## config.mk

```make
export PLATFORM = sky130hd
export DESIGN_NAME = sistema_seq_flat
export DESIGN_NICKNAME = d
export VERILOG_FILES = /design/src/rtl/sistema_seq_if.sv /design/src/rtl/sistema_seq.sv /design/src/flat_wrapper.sv
export SDC_FILE = /design/constraint.sdc
export NUM_CORES = 1
export LEC_CHECK = 0
export ABC_CLOCK_PERIOD_IN_PS = 6500
export CAP_MARGIN = 40
export CORE_MARGIN = 2
export CORE_UTILIZATION = 60
export CTS_BUF_LIST = sky130_fd_sc_hd__clkbuf_4 sky130_fd_sc_hd__clkbuf_8
export CTS_CLUSTER_SIZE = 24
export DETAILED_ROUTE_END_ITERATION = 8
export PLACE_DENSITY = 0.85
export SETUP_SLACK_MARGIN = 0.3
export SYNTH_ARGS = -nofsm -noshare
export SYNTH_HDL_FRONTEND = slang
export SYNTH_SLANG_ARGS = --single-unit
export TNS_END_PERCENT = 30
```

## constraint.sdc

```tcl
create_clock -name clk -period 6.5 [get_ports clk]
set_input_delay 1.3 -clock clk [delete_from_list [all_inputs] [get_ports clk]]
set_output_delay 1.3 -clock clk [all_outputs]
set_load 0.01 [all_outputs]
```

## src/rtl/sistema_seq_if.sv

```systemverilog
// sistema_seq_if -- request/result bundle for the sequential add/multiply unit.
//   master: drives start, mode, b, c; observes s, cout, busy, done
//   slave : the arithmetic unit itself
// Parameter N: operand width (result is 2N bits).
interface sistema_seq_if #(parameter int N = 4);
    logic           start;
    logic           mode;   // 0 = add, 1 = multiply
    logic [N-1:0]   b;
    logic [N-1:0]   c;
    logic [2*N-1:0] s;
    logic           cout;
    logic           busy;
    logic           done;

    modport master (output start, mode, b, c, input  s, cout, busy, done);
    modport slave  (input  start, mode, b, c, output s, cout, busy, done);
endinterface

```

## src/rtl/sistema_seq.sv

```systemverilog
// sistema_seq -- sequential unsigned add / shift-add multiply, start/done handshake.
//   clk   : rising-edge clock
//   rst_n : synchronous active-low reset
//   bus   : sistema_seq_if slave (start/mode/b/c in; s/cout/busy/done out)
// Add completes one cycle after acceptance, multiply N cycles after.
// Result s/cout is registered and held until the next completion.
// Optional macro SISTEMA_SEQ_ACC_EN: multiply accumulates into s
// (s = s_prev + B*C mod 2^2N, cout = carry of that sum).
module sistema_seq #(
    parameter int N = 4
) (
    input  logic         clk,
    input  logic         rst_n,
    sistema_seq_if.slave bus
);
    localparam int SW = $clog2(N);

    typedef enum logic [1:0] {IDLE, ADD, MUL} state_t;

    state_t         state_q, state_d;
    logic [N-1:0]   b_q, b_d, c_q, c_d;
    logic [SW-1:0]  step_q, step_d;
    logic [2*N-1:0] pp_q, pp_d;
    logic [2*N-1:0] s_q, s_d;
    logic           cout_q, cout_d;
    logic           done_q, done_d;

    logic [N:0]     sum;
    logic [2*N-1:0] addend, pp_nxt;
`ifdef SISTEMA_SEQ_ACC_EN
    logic [2*N:0]   acc_sum;
`endif

    always_comb begin
        state_d = state_q;
        b_d     = b_q;
        c_d     = c_q;
        step_d  = step_q;
        pp_d    = pp_q;
        s_d     = s_q;
        cout_d  = cout_q;
        done_d  = 1'b0;

        sum    = {1'b0, b_q} + {1'b0, c_q};
        // One shift-add step; the final step's sum goes straight to s so the
        // product lands without an extra cycle.
        addend = c_q[step_q] ? ({{N{1'b0}}, b_q} << step_q) : '0;
        pp_nxt = pp_q + addend;
`ifdef SISTEMA_SEQ_ACC_EN
        acc_sum = {1'b0, s_q} + {1'b0, pp_nxt};
`endif

        case (state_q)
            IDLE: begin
                if (bus.start) begin
                    b_d     = bus.b;
                    c_d     = bus.c;
                    step_d  = '0;
                    pp_d    = '0;
                    state_d = bus.mode ? MUL : ADD;
                end
            end
            ADD: begin
                s_d     = {{(N-1){1'b0}}, sum};
                cout_d  = sum[N];
                done_d  = 1'b1;
                state_d = IDLE;
            end
            MUL: begin
                if (step_q == SW'(N-1)) begin
`ifdef SISTEMA_SEQ_ACC_EN
                    s_d    = acc_sum[2*N-1:0];
                    cout_d = acc_sum[2*N];
`else
                    s_d    = pp_nxt;
                    cout_d = 1'b0;
`endif
                    done_d  = 1'b1;
                    state_d = IDLE;
                end else begin
                    step_d = step_q + SW'(1);
                    pp_d   = pp_nxt;
                end
            end
            default: state_d = IDLE;
        endcase
    end

    always_ff @(posedge clk) begin
        if (!rst_n) begin
            state_q <= IDLE;
            b_q     <= '0;
            c_q     <= '0;
            step_q  <= '0;
            pp_q    <= '0;
            s_q     <= '0;
            cout_q  <= 1'b0;
            done_q  <= 1'b0;
        end else begin
            state_q <= state_d;
            b_q     <= b_d;
            c_q     <= c_d;
            step_q  <= step_d;
            pp_q    <= pp_d;
            s_q     <= s_d;
            cout_q  <= cout_d;
            done_q  <= done_d;
        end
    end

    assign bus.s    = s_q;
    assign bus.cout = cout_q;
    assign bus.done = done_q;
    assign bus.busy = (state_q != IDLE);
endmodule
```

## src/flat_wrapper.sv

```systemverilog
// flat-port wrapper written by rule: the top's interface ports become plain ports
module sistema_seq_flat 
#(
    parameter int N = 4
)
  (clk, rst_n, bus_start, bus_mode, bus_b, bus_c, bus_s, bus_cout, bus_busy, bus_done);
  sistema_seq_if #(.N(N)) bus_i ();
  input  logic clk;
  input  logic rst_n;
  input wire logic [$bits(bus_i.start)-1:0] bus_start;
  input wire logic [$bits(bus_i.mode)-1:0] bus_mode;
  input wire logic [$bits(bus_i.b)-1:0] bus_b;
  input wire logic [$bits(bus_i.c)-1:0] bus_c;
  output wire logic [$bits(bus_i.s)-1:0] bus_s;
  output wire logic [$bits(bus_i.cout)-1:0] bus_cout;
  output wire logic [$bits(bus_i.busy)-1:0] bus_busy;
  output wire logic [$bits(bus_i.done)-1:0] bus_done;
  assign bus_i.start = bus_start;
  assign bus_i.mode = bus_mode;
  assign bus_i.b = bus_b;
  assign bus_i.c = bus_c;
  assign bus_s = bus_i.s;
  assign bus_cout = bus_i.cout;
  assign bus_busy = bus_i.busy;
  assign bus_done = bus_i.done;
  sistema_seq #(.N(N)) u_core (.clk(clk), .rst_n(rst_n), .bus(bus_i));
endmodule
```

=== Yosys cells after proc, flatten, opt, wreduce, memory -nomap -nowiden ===
Cells that the tools add are included.

* Bits in registers: 30
* Input port bits: 12
* Output and inout port bits: 11
* Word-level logic and storage cells: 46

* Add/sub/neg operators: 3
* Magnitude comparators: 1
* Eq/ne operators: 6
* Shift operators: 1
* Mux-type cells: 19
* Reductions and logical operators: 8

{| class="wikitable"
|+ Operators by type and width
! kind !! number
|-
| 8-bit two-way mux || 4
|-
| 8-bit case mux with 2 select lines || 2
|-
| 2-bit two-way mux || 5
|-
| 8-bit adder || 1
|-
| 2-bit case mux with 2 select lines || 2
|-
| 4-bit by 2-bit << shifter with 8-bit output || 1
|-
| 2-bit AND reduction || 3
|-
| 2-bit nonzero test || 3
|-
| 4-bit by 4-bit adder with 5-bit output || 1
|-
| 2-bit == test, second input constant || 2
|-
| 2-bit inequality test, second input constant || 2
|-
| 1-bit case mux with 2 select lines || 2
|-
| 2-bit by 3-bit < comparator with 1-bit output, second input constant || 1
|-
| 1-bit two-way mux || 3
|-
| 3-bit AND reduction || 1
|-
| 2-bit by 1-bit adder with 2-bit output, second input constant || 1
|-
| 1-bit binary-select mux with 2-bit select || 1
|-
| 2-bit by 1-bit == test with 1-bit output, second input constant || 1
|-
| 2-bit logical NOT || 1
|-
| 2-bit by 1-bit inequality test with 1-bit output, second input constant || 1
|}

=== Longest topological paths before layout ===
* Depth in word-level cells: 6
* Mapped depth: 10
* Mapped depth without buffers: 9

=== Worst setup path before layout ===
OpenSTA, ideal clock, no wires.

* Kind: reg-to-reg
* Start point: reg u_core.step_q[1]
* End point: reg u_core.pp_q[3]
* Library setup time: 0.070 ns
* Data arrival time: 2.300 ns
* Data required time: 6.430 ns
* Slack: 4.130 ns
* Stages on the path, launching flop included: 9
* Path buffers: 1
* Period minus slack after synthesis: 2.370 ns
* Path through: dfxtp_1 clkbuf_1 mux4_2 and2_1 ha_1 o21ai_1 nor2_1 or4b_1 a21boi_1

* Cells in the longest elaborated chain, start to end: 6

{| class="wikitable"
|+ RTL lines
! item !! RTL line !! text
|-
| start: declaration || sistema_seq.sv:22 || <nowiki>logic [SW-1:0] step_q, step_d;</nowiki>
|-
| start signal: assignment || sistema_seq.sv:103 || <nowiki>step_q <= step_d;</nowiki>
|-
| 1-bit binary-select mux with 2-bit select || sistema_seq.sv:47 || <nowiki>addend = c_q[step_q] ? ({{N{1'b0}}, b_q} << step_q) : '0;</nowiki>
|-
| 1-bit two-way mux (implied by the code) || sistema_seq.sv:47 ||
|-
| 8-bit two-way mux || sistema_seq.sv:47 ||
|-
| 8-bit adder || sistema_seq.sv:48 || <nowiki>pp_nxt = pp_q + addend;</nowiki>
|-
| 8-bit two-way mux || sistema_seq.sv:70 || <nowiki>if (step_q == SW'(N-1)) begin</nowiki>
|-
| 8-bit case mux with 2 select lines || sistema_seq.sv:53 || <nowiki>case (state_q)</nowiki>
|-
| end signal: assignment || sistema_seq.sv:104 || <nowiki>pp_q <= pp_d;</nowiki>
|-
| end: declaration || sistema_seq.sv:23 || <nowiki>logic [2*N-1:0] pp_q, pp_d;</nowiki>
|}

Several ways; a longest one is shown, not always the timed one. The select of a mux whose other input is x is not followed.
A chain may end at the register's enable or synchronous reset.

=== Worst setup path in the final report ===
* Start point: reg u_core.state_q[0]
* End point: out bus_busy

* Cells in the longest elaborated chain, start to end: 1

{| class="wikitable"
|+ RTL lines
! item !! RTL line !! text
|-
| start: declaration || sistema_seq.sv:20 || <nowiki>state_t state_q, state_d;</nowiki>
|-
| start signal: assignment || sistema_seq.sv:100 || <nowiki>state_q <= state_d;</nowiki>
|-
| 2-bit nonzero test || sistema_seq.sv:114 || <nowiki>assign bus.busy = (state_q != IDLE);</nowiki>
|-
| end: declaration || flat_wrapper.sv:16 || <nowiki>output wire logic [$bits(bus_i.busy)-1:0] bus_busy;</nowiki>
|}

No other way between the ends.

==> qor.yml <==
status:
  status: "complete, no violations"
worst_setup_path:
  worst_r2r_startpoint: "u_core.step_q[0]$_SDFFE_PN0P_"
  critPathKind: "reg2out"
  cp-end-kind: "primary output"
  crit_arrival_ns: 1.81
  reg2reg_depth: 7
  reg2reg_slack_ns: 3.70
  critPathLaunch: "u_core.state_q[0]$_SDFFE_PN0P_"
  worstPathRequired_ns: 5.20
  crit_fanout: 13
  cp-start-kind: "flip-flop"
  reg2reg_to: "u_core.pp_q[6]$_SDFFE_PN0P_"
cts:
  cts_sinks: 30
  htreeDepth: 2
  postCtsResizedCells: 0
  cts_tree: "yes"
  clock_latency_ns: 0.33
  clockBufferDepth: 2
  ctsHoldBuffers: 0
  cts.clk_slew.worst_paths_ns: 0.10
  tritoncts.num_buffers: 5
  post-cts-setup-buffers: 0
  clockRootBuffer: "clkbuf_4"
worst_hold_path:
  hold_path_class: "reg2reg"
  min_from: "u_core.pp_q[3]$_SDFFE_PN0P_"
  holdPathEnd: "u_core.pp_q[3]$_SDFFE_PN0P_"
  whs_path_depth: 2
detailed_routing:
  antenna_left: 0
  totalWireLength_um: 4150
  vias_per_cell: 5.93
  drc: 0
  via_count: 1714
  wire_per_inst_um: 14.3
  first_pass_iters: 4
  drtIter0Drc: 107
final_layout:
  fill_cells: 244
  multi_input_area_um2: 1230
  final_nets: 273
  final_cells: 289
  diodes: 0
  layout-drive-gt1-share_pct: 6.53
  register_area_um2: 601
  area_growth_pct: 15.5
synthesis:
  synth-edff-count: 0
  avgSynthCellArea_um2: 8.40
  synth_cell_types: 48
  yosysTopAreaCell: "dfxtp_1"
  synth_fp_nets: 257
  synth_warnings: 0
  synth_top_area_share_pct: 31.4
  synthFlopType: "dfxtp_1"
  syn_area_um2: 1920
  synthArstFlopShare_pct: 0
  synthTopCellsByArea: "dfxtp_1 (31%), ha_1 (9.8%), a21boi_0 (6.3%)"
  netlist_instances: 228
  synth_seq_area_share_pct: 31.4
  synth-seq-cells: 30
grt:
  grt_max_degree: 24
  grt-ovfl-total: 0
  grt_usage_pct: 26.0
  grt_use_met2_pct: 47.7
  antenna_found_initial: 0
  grt_pass1_vias: 1583
  grtUsageMet1_pct: 29.6
  grt_pass1_wl_um: 6990
  top_usage_layer: "met2"
  grt_use_met3_pct: 6.82
timing:
  finalCritPeriodShare_pct: 47.8
  finalSetupViolCount: 0
  worstMarginPinSlew_ns: 0.934
  tns_ns: 0
  finalClockSkew_ns: 0.00992
  rsz0062_at_grt: "false"
  finalHoldViolations: 0
  max-slew-margin-rel_pct: 37.5
  timing.fmax_mhz: 322
  drv_slew: 0
  setup_ws_ns: 3.39
  min_period_ns: 3.11
power_and_ir_drop:
  p_comb_share_pct: 16.6
  seqPwrFrac_pct: 51.3
  p_sw_w: 0.000109
  p_leak_nw: 0.885
  internal_power_w: 0.000276
  swShare_pct: 28.4
  p_per_area_nw_per_um2: 174
  total_power_w: 0.000385
  peakVddDrop_mv: 0.135
  power.share.clock_pct: 32.0
floorplanning:
  start_util_pct: 62.7
  rows: 20
  dieArea_um2: 3660
  die_height_um: 60.5
  core_area_um2: 3050
  die_w_um: 60.5
  pin_count: 23
place:
  finalWeightedCongestion: 0.848
  dpl.cell_count: 281
  place_ws_ns: 3.11
  dpl.hpwl_um: 3070
  numPortBuffers: 22
flow_run:
  drv_cap: 0
-- synthesized netlist by cell type, drive strengths merged, types with 4 or more instances --
library cell  instances
and2                  7
clkbuf               10
a21boi               17
o21ai                 9
a21oi                 4
nand4                 5
ha                   15
inv                   6
nor2b                 5
dfxtp                30
o311ai                5
buf                   4
nand3                21
o211ai                4
nand2                30
nor2                 10
-- cells in the final DEF, fill, tap and decap left out, types with 3 or more instances in the layout --
master,count
clkdlybuf4s50_1,22
inv_1,6
o21ai_0,8
o211ai_1,4
o211a_1,3
nand4_1,5
and3b_1,3
nand2_1,30
ha_1,15
and2_1,7
a21oi_1,4
o311ai_0,5
clkbuf_4,6
nand3_1,21
a21boi_0,16
dfxtp_1,30
nor2_1,10
nor2b_1,5
-- critical path: stages, from the launching register on --
cell and delay [ns]:
dfxtp_1 0.38, inv_1 0.07, ha_1 0.36, inv_1 0.13
clkdlybuf4s50_1 0.54
-- sequential cells by signal, indices dropped and copies added, names as in the netlist --
| signal | cells |
|---|---|
| u_core.bus.s | 8 |
| u_core.pp_q | 8 |
| u_core.b_q | 4 |
| u_core.c_q | 4 |
| u_core.state_q | 2 |
| u_core.step_q | 2 |
| u_core.bus.cout | 1 |
| u_core.bus.done | 1 |
-- power by group through the flow --
stage	sequential [W]	clock, W	combinational [W]
after floorplan	0.000200	0	0.0000417
after global placement	0.000201	0	0.0000612
after detailed placement	0.000201	0	0.0000633
after CTS	0.000197	0.000126	0.0000638
after global routing	0.000199	0.000134	0.0000709
final	0.000197	0.000123	0.0000640
-- layout make-up --
type	instances	area share [%]
clock buffers	7	2.66
inverters	6	1.02
repair buffers	23	10.6
flip-flops and latches	30	27.1
multi-input cells	178	55.8
well taps	44	2.49
clock inverters	1	0.226
-- logic make-up after synthesis --
logic type	count (synthesis)	share of synthesized area, %
AOI/OAI and AO/OA	61	24.0
xor gates and xnor gates	3	1.37
adders and majority gates	17	11.9
buffers and inverters	20	4.18
DFF	30	31.4
muxes	3	2.29
and+or+nand+nor	94	25.0
-- how the worst max path moves through the flow --
stage                             endpoint  slack (ns)
2_1_floorplan  u_core.pp_q[3]$_SDFFE_PN0P_        4.13
3_3_place_gp   u_core.pp_q[3]$_SDFFE_PN0P_        3.17
3_5_place_dp   u_core.pp_q[3]$_SDFFE_PN0P_        3.11
4_1_cts                           bus_busy        3.39
5_1_grt                           bus_busy        3.24
6_report                          bus_busy        3.39
-- per-stage QoR --
stage / hold slack (ns) / cell area (um^2) / util, %
after floorplan: 0.435 / 1920 / -
after global placement: 0.444 / 2130 / 69.9
after detailed placement: 0.447 / 2150 / 70.4
after CTS: 0.461 / 2210 / 72.5
after global routing: 0.498 / 2210 / 72.5
final: 0.464 / 2210 / 72.5
-- metal layers --
| layer | up-vias | wire length (um) |
|---|---|---|
| met5 | - | 0 |
| met4 | 0 | 42 |
| met3 | 6 | 182 |
| met2 | 36 | 2030 |
| met1 | 799 | 1900 |
| li1 | 873 | - |
(Power assumes the default switching activity.)
==> variant 1 (same settings) <==
`N` is set to 4 in 3 places; all go to 8.
--- a/src/rtl/sistema_seq_if.sv
+++ b/src/rtl/sistema_seq_if.sv
@@ -3,5 +3,5 @@
 //   slave : the arithmetic unit itself
 // Parameter N: operand width (result is 2N bits).
-interface sistema_seq_if #(parameter int N = 4);
+interface sistema_seq_if #(parameter int N = 8);
     logic           start;
     logic           mode;   // 0 = add, 1 = multiply
--- a/src/rtl/sistema_seq.sv
+++ b/src/rtl/sistema_seq.sv
@@ -8,5 +8,5 @@
 // (s = s_prev + B*C mod 2^2N, cout = carry of that sum).
 module sistema_seq #(
-    parameter int N = 4
+    parameter int N = 8
 ) (
     input  logic         clk,
--- a/src/flat_wrapper.sv
+++ b/src/flat_wrapper.sv
@@ -2,5 +2,5 @@
 module sistema_seq_flat 
 #(
-    parameter int N = 4
+    parameter int N = 8
 )
   (clk, rst_n, bus_start, bus_mode, bus_b, bus_c, bus_s, bus_cout, bus_busy, bus_done);
Interface: changed (resized bus_b, bus_c and bus_s); port bits go from 23 to 39. The function was not compared with the original's and may differ.
==> variant 1 against the unedited design <==
- wire length is 130% higher
- sequential cell count is 25 higher
- cell area is 86% higher
- first-iteration DRC count grew to 3.0 times the old value
- setup slack worse by 0.61 ns
- total power is 90% higher
- highest routed layer unchanged
- critical path type is now flop to flop
- synthesized area is 86% higher
- combinational power is 97% higher
==> variant 1: results (changes against the unedited design) <==
The maximum VDD drop is 0.0001498 V (+11%). The tools report the synthesized net count as 502 (+95%). The number of library cell types mapped by synthesis is 54 (+13%), and the non-clock buffer share of cell area is 0.1081 (+0.001806). The maximum clock rate is 269.0 MHz (-16%), and the biggest cell delay along the critical path is 0.72 ns (+0.18 ns). Broken down by cell family, the worst path's largest delay share belongs to compound AO/OA/AOI/OAI gates.

The sequential cell area share works out to 0.2673 (-0.004178). The worst hold path terminates at u_core.bus.cout$_SDFFE_PN0P_. The flow ran to the end, and the final reports show no timing, DRC or antenna violations. For the slack of the critical path, the log shows 2.783 ns (-0.6112 ns). The total number of multi-input combinational cells is 361 (+100%), and the sequential cell fraction of total power is 0.495 (-0.018). The share of the yosys chip area belonging to registers was 0.3090 (-0.004532).

The via count of the first global-routing pass is 3171 (+100%), and the maximum number of pins on one net before global-route repair is 29 (+21%). The endpoint arrival time on the critical path is 3.94 ns (+2.13 ns). The via count of the routed design is 3520 (+110%).

On the critical path, the stage with the largest delay is an instance of dfxtp_1. In this run the clock root is driven by a clkbuf_8. The area fraction of clock buffers and clock inverters came out at 0.02855 (-0.0002921). Ranked by total cell area, the synthesized netlist is headed by dfxtp_1, ha_1, nand2_1.

Fraction of the mapped netlist area in adder cells: 0.1096 (-0.009326). The internal power component is 0.5261 mW (+91%), and the clock skew is 0.005836 ns (-0.004086 ns).
variant 1: how the worst max path moves through the flow:
stage,start,to,cells past startpoint
floorplan,u_core.step_q[0]$_SDFFE_PN0P_,u_core.pp_q[14]$_SDFFE_PN0P_,13
global placement,u_core.step_q[0]$_SDFFE_PN0P_,u_core.pp_q[14]$_SDFFE_PN0P_,11
detailed placement,u_core.step_q[0]$_SDFFE_PN0P_,u_core.pp_q[14]$_SDFFE_PN0P_,11
CTS,u_core.step_q[0]$_SDFFE_PN0P_,u_core.pp_q[14]$_SDFFE_PN0P_,11
global route,u_core.step_q[0]$_SDFFE_PN0P_,u_core.pp_q[15]$_SDFFE_PN0P_,11
finish,u_core.step_q[0]$_SDFFE_PN0P_,u_core.pp_q[14]$_SDFFE_PN0P_,11
variant 1: stage by stage:
step / power (mW) / util / area [um^2] / hold WS [ns] / cells
2_1_floorplan: 0.4435 / - / 3563 / 0.4406 / 452
4_1_cts: 0.7296 / 0.7083 / 4119 / 0.4708 / 553
5_1_grt: 0.7596 / 0.7083 / 4119 / 0.4835 / 553
6_report: 0.7310 / 0.7083 / 4119 / 0.4730 / 553
3_3_place_gp: 0.4858 / 0.6807 / 3959 / 0.4469 / 542
3_5_place_dp: 0.4931 / 0.6880 / 4001 / 0.4539 / 545
variant 1: logic make-up (layout without fill, tap and decap cells):
| group | after synthesis | after routing |
|---|---|---|
| AND/OR/NAND/NOR | 176 | 176 |
| buffers and inverters | 36 | 62 |
| adder cells (fa/ha/maj) | 30 | 30 |
| XOR/XNOR | 12 | 12 |
| flip-flops | 55 | 55 |
| multiplexers | 12 | 12 |
| AO/OA/AOI/OAI | 131 | 131 |
==> variant 2 (config.mk and constraints unchanged) <==
Without the edit above. Encoding of `state_t`: now one-hot (3 bits for 3 states).
--- a/src/rtl/sistema_seq.sv
+++ b/src/rtl/sistema_seq.sv
@@ -16,5 +16,5 @@
     localparam int SW = $clog2(N);
 
-    typedef enum logic [1:0] {IDLE, ADD, MUL} state_t;
+    typedef enum logic [2:0] {IDLE = 3'b001, ADD = 3'b010, MUL = 3'b100} state_t;
 
     state_t         state_q, state_d;
Behaviour: no difference found for any inputs over 10 cycles, from zero or initial values and one cycle with rst_n low; not proved beyond that.
==> variant 2 against the unedited design <==
- synthesized area decreased by 2.2%
- global-route usage up 0.15 points
- setup slack improved by 0.051 ns
- wire length rose by 3.0%
- clock power fell by 5%
- sequential cell count rose by 1
- final cell count fell by 3.1%
- total power down 5.5%
- sequential power grew 3%
- cell area decreased by 3.4%
- combinational power decreased by 32%
- critical path type is now input pin to flop
==> variant 2: results (changes against the unedited design) <==
The run finished with clean final reports. The detailed-route wire length is 4271 um (+3.0%). Antenna diode count: 0 (unchanged). The run gives 272 (-3.2%) as the number of instances in the placed design.

The path class of the tightest hold or removal check is flop to flop. The post-CTS setup buffer count was 0 (unchanged). The logs give 0.009722 ns (-0.0002001 ns) for the clock skew and 0.8013 nW (-9.5%) for the leakage power figure. After synthesis, the most frequently instantiated cells are nand2_1, dfxtp_1, a21oi_1, nand3_1. The logs give 0.8425 (-0.67%) for the final weighted congestion of routability-driven global placement and 0 (unchanged) for the warning count from the yosys run.

The number of library cell types mapped by synthesis was 54 (+13%). The number of instances in the synthesized netlist is 226 (-0.88%). The post-DP HPWL was 3140 um (+2.4%).

The synthesized net count is 252 (-1.9%). Beginning of the worst register-to-register path: u_core.step_q[0]$_SDFFE_PN0P_. The tools report the global-route wire length before repair as 6996 um (+0.10%).

Sorting the synthesized cells by area gives the leading types as dfxtp_1, ha_1, nand2_1. The worst slack at placement is 3.111 ns (-0.002600 ns), and the endpoint arrival time on the critical path is 3.33 ns (+1.52 ns). The maximum VDD drop was 0.0001582 V (+17%). For the share of the yosys chip area belonging to registers, the log shows 0.3313 (+0.01781). For the clock buffer count from CTS, the log shows 5 (unchanged). The async set or reset register ratio after synthesis is 0 (unchanged), and the deepest level of the CTS H-tree is 2 (unchanged). Among all flip-flop cells after synthesis, the most frequent one is dfxtp_1. The later pin in the worst-skew pair is clocked with a latency of 0.34 ns. Fraction of final layout cells sized beyond drive strength 1: 0.07692 (+0.01162). The tools report the number of max-slew violations in the final report as 0 (unchanged). The initial antenna violation count is 0 (unchanged). The overall track demand over capacity in global routing came out at 0.2613 (+0.001486). The run gives 2 (unchanged) as the number of buffers on the longest clock path. The initial DRC count was 99 (-7.5%). The ratio of routed vias to standard cells was 6.029 (+1.6%); the count of TritonRoute iterations in the first routing pass was 4 (unchanged).

For the normalized max-slew margin, the log shows 0.5526 (+0.1781). The startpoint identified for the worst hold timing path is u_core.bus.s[1]$_SDFFE_PN0P_. The via count of the first global-routing pass is 1574 (-0.57%). The number of I/O port buffers works out to 22 (unchanged). The maximum fanout count along the critical path is 23 (+10), and the via count of the routed design is 1688 (-1.5%). The clock-pin slew on the worst setup and hold paths came out at 0.10 ns (about the same). The cell sitting at the root of the clock tree is a clkbuf_4.

In this run the worst setup path begins at rst_n. The maximum number of pins on one net before global-route repair is 24 (unchanged), and the number of resized instances in the post-cts repair step is 0 (unchanged).
==> variant 2: final timing paths <==
kind	end	slack, ns	cells after the start
setup / recovery	u_core.bus.s[7]$_SDFFE_PN0P_	3.44	4
hold / removal	u_core.bus.s[1]$_SDFFE_PN0P_	0.46	2
hold reg to reg	u_core.bus.s[1]$_SDFFE_PN0P_	0.46	2
setup reg to reg	u_core.pp_q[3]$_SDFFE_PN0P_	3.60	7
==> variant 2: metrics by stage <==
stage | area, um^2 | utilization | hold slack (ns) | total power, mW
final | 2137 | 0.7117 | 0.4570 | 0.3633
after global routing | 2137 | 0.7117 | 0.4885 | 0.3790
after CTS | 2137 | 0.7117 | 0.4596 | 0.3648
after detailed placement | 2079 | 0.6925 | 0.4467 | 0.2497
after global placement | 2074 | 0.6908 | 0.4414 | 0.2483
after floorplan | 1873 | - | 0.4362 | 0.2346
==> variant 2: report_power, final <==
group / switching (mW) / total (mW) / leakage (nW) / internal, mW
Combinational: 0.0235 / 0.0436 / 0.518 / 0.0200
Clock: 0.0715 / 0.117 / 0.0317 / 0.0459
Sequential: 0.00768 / 0.202 / 0.251 / 0.195
Total: 0.103 / 0.363 / 0.801 / 0.261
==> variant 2: kinds of logic after synthesis <==
group / share of synthesized area
buf+inv: 0.04809
mux: 0.02338
xor+xnor: 0.01403
flops: 0.3313
fa+ha+maj: 0.1015
simple gates: 0.2766
compound gates: 0.2051
==> variant 2: layout make-up <==
type                            instances  area, um^2
Multi-Input combinational cell        178        1162
Fill cell                             248       865.8
Sequential cell                        31       620.6
Timing Repair Buffer                   24       232.7
Clock buffer                            6       45.04
Tap cell                               33       41.29
Inverter                                6       22.52
Clock inverter                          2       12.51
==> variant 2: worst max-delay path, stage by stage <==
cell             delay, ns
clkdlybuf4s50_1       0.79
inv_1                 0.46
or4_1                 0.61
o211ai_1              0.16
==> variant 2: routing by layer <==
| layer | GRT usage | routed length (um) | up-vias |
|---|---|---|---|
| met3 | 0.04545 | 146 | 10 |
| met2 | 0.4379 | 2156 | 37 |
| met5 | 0 | 0 | - |
| met1 | 0.3320 | 1887 | 782 |
| met4 | 0.1016 | 81 | 0 |
| li1 | - | - | 859 |
